File: config.mk
export PLATFORM = sky130hd
export DESIGN_NAME = pingpong_buffer_scheduler
export DESIGN_NICKNAME = d
export VERILOG_FILES = /design/src/rtl/pingpong_buffer_scheduler.sv
export SDC_FILE = /design/constraint.sdc
export NUM_CORES = 1
export LEC_CHECK = 0
export CAP_MARGIN = 10
export CORE_MARGIN = 2
export CORE_UTILIZATION = 40
export DETAILED_ROUTE_END_ITERATION = 6
export PLACE_DENSITY_LB_ADDON = 0.3
export SYNTH_ARGS = -nofsm -noshare
export SYNTH_HDL_FRONTEND = slang
export SYNTH_SLANG_ARGS = --single-unit
File: constraint.sdc
create_clock -name i_clk -period 5.2 [get_ports i_clk]
set_input_delay 0.52 -clock i_clk [delete_from_list [all_inputs] [get_ports i_clk]]
set_output_delay 0.52 -clock i_clk [all_outputs]
set_load 0.01 [all_outputs]
File: src/rtl/pingpong_buffer_scheduler.sv
// ---------------------------------------------------------------------------
// pingpong_buffer_scheduler
//
// Purpose:
//   Schedules two external RAM banks (ram1, ram2) as a ping-pong frame buffer.
//   The producer fills one bank while the consumer drains the other. Bank
//   ownership only changes on whole-frame boundaries, so the consumer never
//   reads a partially written frame.
//
// Ports:
//   i_clk, i_reset        clock and asynchronous active-high reset
//   i_in_valid/i_in_data  producer sample; o_in_ready = sample accepted
//   i_out_ready           consumer asks for the next sample
//   o_out_valid/o_out_data  one-cycle strobe carrying the sample read back
//   o_ramN_we/waddr/wdata   write port of bank N (N = 1, 2)
//   o_ramN_re/raddr         read port of bank N
//   i_ramN_rdata            registered read data of bank N (1-cycle latency)
//   o_wr_bank / o_rd_bank   bank being filled / bank being drained (0 = ram1)
//   o_frame_done            one-cycle pulse after a bank finishes draining
//   o_frame_count           drained frames, modulo 256
// ---------------------------------------------------------------------------
module pingpong_buffer_scheduler #(
  parameter int ADDR_W = 5,
  parameter int DATA_W = 8,
  parameter int DEPTH  = 32
) (
  input  logic              i_clk,
  input  logic              i_reset,
  input  logic              i_in_valid,
  input  logic [DATA_W-1:0] i_in_data,
  output logic              o_in_ready,
  input  logic              i_out_ready,
  output logic              o_out_valid,
  output logic [DATA_W-1:0] o_out_data,
  output logic              o_ram1_we,
  output logic [ADDR_W-1:0] o_ram1_waddr,
  output logic [DATA_W-1:0] o_ram1_wdata,
  output logic              o_ram1_re,
  output logic [ADDR_W-1:0] o_ram1_raddr,
  input  logic [DATA_W-1:0] i_ram1_rdata,
  output logic              o_ram2_we,
  output logic [ADDR_W-1:0] o_ram2_waddr,
  output logic [DATA_W-1:0] o_ram2_wdata,
  output logic              o_ram2_re,
  output logic [ADDR_W-1:0] o_ram2_raddr,
  input  logic [DATA_W-1:0] i_ram2_rdata,
  output logic              o_wr_bank,
  output logic              o_rd_bank,
  output logic              o_frame_done,
  output logic [7:0]        o_frame_count
);

  localparam logic [ADDR_W-1:0] LAST_ADDR = ADDR_W'(DEPTH - 1);

  logic [1:0]        r_full;
  logic              r_wr_bank;
  logic              r_rd_bank;
  logic [ADDR_W-1:0] r_waddr;
  logic [ADDR_W-1:0] r_raddr;
  logic              r_rd_pending;
  logic              r_rd_src;
  logic [DATA_W-1:0] r_out_data;
  logic              r_frame_done;
  logic [7:0]        r_frame_count;

  logic              w_accept;
  logic              w_issue;
  logic              w_wr_last;
  logic              w_rd_last;
  logic [1:0]        w_we;
  logic [1:0]        w_re;
  logic [1:0]        w_full_next;
  logic [DATA_W-1:0] w_rdata_sel;

  // Handshakes are held off while reset is asserted so no RAM enable can
  // fire during reset even if the neighbours keep their requests high.
  assign o_in_ready = !i_reset && !r_full[r_wr_bank];
  assign w_accept   = i_in_valid && o_in_ready;
  assign w_issue    = !i_reset && i_out_ready && r_full[r_rd_bank];
  assign w_wr_last  = w_accept && (r_waddr == LAST_ADDR);
  assign w_rd_last  = w_issue && (r_raddr == LAST_ADDR);

  // Per-bank enables and full-flag update. The writer only touches a bank
  // that is not full and the reader only a bank that is full, so for any
  // given bank at most one of the two updates can apply in a cycle.
  generate
    for (genvar gi = 0; gi < 2; gi++) begin : g_bank
      assign w_we[gi] = w_accept && (r_wr_bank == 1'(gi));
      assign w_re[gi] = w_issue  && (r_rd_bank == 1'(gi));
      assign w_full_next[gi] = (w_we[gi] && w_wr_last) ? 1'b1 :
                               (w_re[gi] && w_rd_last) ? 1'b0 : r_full[gi];
    end
  endgenerate

  assign o_ram1_we    = w_we[0];
  assign o_ram1_waddr = r_waddr;
  assign o_ram1_wdata = i_in_data;
  assign o_ram1_re    = w_re[0];
  assign o_ram1_raddr = r_raddr;
  assign o_ram2_we    = w_we[1];
  assign o_ram2_waddr = r_waddr;
  assign o_ram2_wdata = i_in_data;
  assign o_ram2_re    = w_re[1];
  assign o_ram2_raddr = r_raddr;

  // The RAM already registers its read data, so the sample is presented on
  // the cycle after issue straight from the issuing bank and captured into
  // r_out_data, which then holds it until the next strobe.
  assign w_rdata_sel = r_rd_src ? i_ram2_rdata : i_ram1_rdata;
  assign o_out_valid = r_rd_pending;
  assign o_out_data  = r_rd_pending ? w_rdata_sel : r_out_data;

  assign o_wr_bank     = r_wr_bank;
  assign o_rd_bank     = r_rd_bank;
  assign o_frame_done  = r_frame_done;
  assign o_frame_count = r_frame_count;

  always_ff @(posedge i_clk or posedge i_reset) begin
    if (i_reset) begin
      r_full        <= 2'b00;
      r_wr_bank     <= 1'b0;
      r_rd_bank     <= 1'b0;
      r_waddr       <= '0;
      r_raddr       <= '0;
      r_rd_pending  <= 1'b0;
      r_rd_src      <= 1'b0;
      r_out_data    <= '0;
      r_frame_done  <= 1'b0;
      r_frame_count <= 8'd0;
    end else begin
      r_full       <= w_full_next;
      r_rd_pending <= w_issue;
      r_frame_done <= w_rd_last;

      if (w_accept) begin
        if (w_wr_last) begin
          r_waddr   <= '0;
          r_wr_bank <= ~r_wr_bank;
        end else begin
          r_waddr   <= r_waddr + ADDR_W'(1);
        end
      end

      if (w_issue) begin
        r_rd_src <= r_rd_bank;
        if (w_rd_last) begin
          r_raddr       <= '0;
          r_rd_bank     <= ~r_rd_bank;
          r_frame_count <= r_frame_count + 8'd1;
        end else begin
          r_raddr       <= r_raddr + ADDR_W'(1);
        end
      end

      if (r_rd_pending) begin
        r_out_data <= w_rdata_sel;
      end
    end
  end

  // A bank is never written and read in the same cycle.
  a_no_bank_collision: assert property (@(posedge i_clk) disable iff (i_reset)
    !(o_ram1_we && o_ram1_re) && !(o_ram2_we && o_ram2_re));

endmodule

==> metrics.txt <==
routed wl met2 ~1600 um; Diodes inserted 0; Clock Sinks 33; Reg2Reg Capture Point o_frame_count[1]; CTS root buf clkbuf_8; pin count of the biggest net entering global routing 31; router iterations before antenna repair 4; initial antenna violation count 0; Seq/Total Area, Yosys a little under half; initial core utilization around 41%; fraction of layout cells with a size suffix above 1 roughly 7.1%; Layout area overhead 32.98%; GR Util All Layers 14.10%; Synth cell types 35; yosys warns 0; CP startpoint kind flop; Finished Core Util between 50% and 60%; # DRC 0; buffers added on ports 64; worst r2r src o_ram1_raddr[0]; Avg Inst Size Synth around 10 um^2; Final TNS setup 0 ns; clk slew on worst S/H paths 0.06 ns; CTS Hold Bufs 0; Non-Filler Instances 263; Routed Antenna Nets 0; hold depth 1; Placed Area between 2000 and 2500 um^2; H-tree levels 2; Pins Over Slew Limit 0; synthesized net count roughly 200; length of routed met3 wiring around 260 um; GR Overflow Total 0; Hold Startpoint o_frame_count[7]; Cell Pwr Density 373.0 nW/um^2; Pwr Total just under 0.9 mW; Max clock buf depth 2; first-pass GRT wire length ~5700 um; Max Fclk 341.2 MHz; Final Cell Area 2366 um^2; cell row count 24; P_leak 1.039 nW; CTS Buf Count 5; routed wire length about 3400 um; final setup fails 0; M1 WL around 1500 um; Min Hold Slack 0.4665 ns; I/O pin total around 90; Slew @ Worst Pin 0.8841 ns; DIE AREA about 5000 um^2; fin crit share approximately 56%; FF-to-FF setup slack 3.04 ns; HP Class reg2reg; DP HPWL 2621 um; Synth Register Bits 33; Vias about 1300; Worst Hold End o_frame_count[7]; synthesized area between 1500 and 2000 um^2; RSZ-0062 raised after global routing no; Setup Crit Path Kind reg2out; required time at the worst-slack endpoint ~4.7 ns; peak supply drop between 0.0002 and 0.00025 V; NumNets Final 243; Post-synth EDFFs 0; asr flop ratio synth 100.0%; Setup Buffers After CTS 0; Post-Route Skew 0.001569 ns; Slew HR 39.37%; clock latency on the worst-skew pair between 0.2 and 0.3 ns; Main synth FF type dfrtp_1; die height between 70 and 80 um; endpoint type of the worst setup path output pin; highest metal used met4; vias in the first global route ~1200; r2r worst-path depth 6; Critical Path AT 2.41 ns; PostCTS Resize Cnt 0; final setup margin 2.269 ns; wire length per cell roughly 13 um; Placeable Area 4324 um^2; Final min period just under 3 ns; commonest non-fill, non-tap cells in the layout 64 x clkdlybuf4s50_1, 33 x dfrtp_1, 15 x nor2_1, 10 x mux2i_1, 9 x a21oi_1; Syn Inst Count between 150 and 200; outcome complete, no violations; max-cap viol count 0; initial DRC count just under 50; CTS tree yes; pre-CTS worst setup slack about 2.4 ns; Routability Congestion approximately 0.74; Placed Cells incl. Taps 255; Avg Vias per Cell slightly below 5; final hold viol count 0; maximum fanout along the worst path 13; die extent in x 70.70 um; commonest non-fill, non-tap cell in the layout clkdlybuf4s50_1
==> state kept, by name (all words and copies together), names as in the netlist <==
name,cells
o_frame_count,8
o_frame_done,1
o_out_valid,1
o_ram1_raddr,5
o_ram1_waddr,5
o_rd_bank,1
o_wr_bank,1
r_full,2
r_out_data,8
r_rd_src,1
==> cell usage after synthesis, types with 2 or more instances <==
library cell,count,area (um^2)
ha_1,5,62.56
a21oi_1,9,45.04
a21o_1,3,22.52
and3_1,2,12.51
clkbuf_1,3,11.26
dfrtp_1,33,825.8
buf_2,2,10.01
nor4_1,4,25.02
nor2_1,15,56.30
nand3_1,5,25.02
inv_1,3,11.26
mux2i_1,10,100.1
nand2_1,3,11.26
mux2_2,3,33.78
nor3_1,2,10.01
o31ai_1,5,37.54
xor2_1,8,70.07
nand4_1,2,12.51
nand2b_1,6,37.54
o21ai_0,7,35.03
buf_4,26,195.2
==> logic make-up (layout without fill, tap and decap cells) <==
| logic type | count (synthesis) | count (layout) | synth area share [%] |
|---|---|---|---|
| fa+ha+maj | 5 | 5 | 3.516 |
| buf+inv | 35 | 76 | 13.43 |
| xor+xnor | 9 | 9 | 4.431 |
| compound gates | 26 | 26 | 8.790 |
| flops | 33 | 33 | 46.41 |
| mux | 14 | 14 | 8.368 |
| simple gates | 48 | 48 | 15.05 |
==> worst max path at each step <==
stage / startpoint / end / slack (ns) / cells past startpoint
6_report: o_rd_bank / o_ram1_re / 2.27 / 4
3_3_place_gp: i_reset / o_ram1_re / 2.40 / 5
5_1_grt: o_rd_bank / o_ram1_re / 2.06 / 4
3_5_place_dp: i_reset / o_ram1_re / 2.38 / 5
2_1_floorplan: o_ram1_raddr[0] / o_frame_count[1] / 3.25 / 6
4_1_cts: o_rd_bank / o_ram1_re / 2.21 / 4
==> worst max-delay path, stage by stage (launching register included) <==
cell and delay, ns:
dfrtp_1 0.46, mux2i_1 0.78, or2_1 0.35, nor2_1 0.07, clkdlybuf4s50_1 0.48
==> layer usage <==
| layer | vias to the layer above | track usage (%) |
|---|---|---|
| li1 | 645 | - |
| met1 | 598 | 17.75 |
| met2 | 39 | 22.53 |
| met3 | 9 | 4.131 |
| met4 | 0 | 6.289 |
| met5 | - | 0 |
==> layout make-up <==
| cell class | count | area [um^2] |
|---|---|---|
| sequential | 33 | 825.8 |
| fill | 381 | 1958 |
| clock buffer | 7 | 96.34 |
| timing repair buffer | 65 | 648.1 |
| tap | 52 | 65.06 |
| multi-input combinational | 102 | 714.4 |
| clock inverter | 1 | 5.005 |
| inverter | 3 | 11.26 |
==> power by group <==
part / switching (mW) / internal, mW / total (mW) / leakage [nW]
Combinational: 0.131 / 0.195 / 0.326 / 0.573
Sequential: 0.0473 / 0.307 / 0.354 / 0.412
Clock: 0.0833 / 0.119 / 0.203 / 0.0542
Total: 0.262 / 0.621 / 0.883 / 1.04
Power figures use the tool's default switching activity.
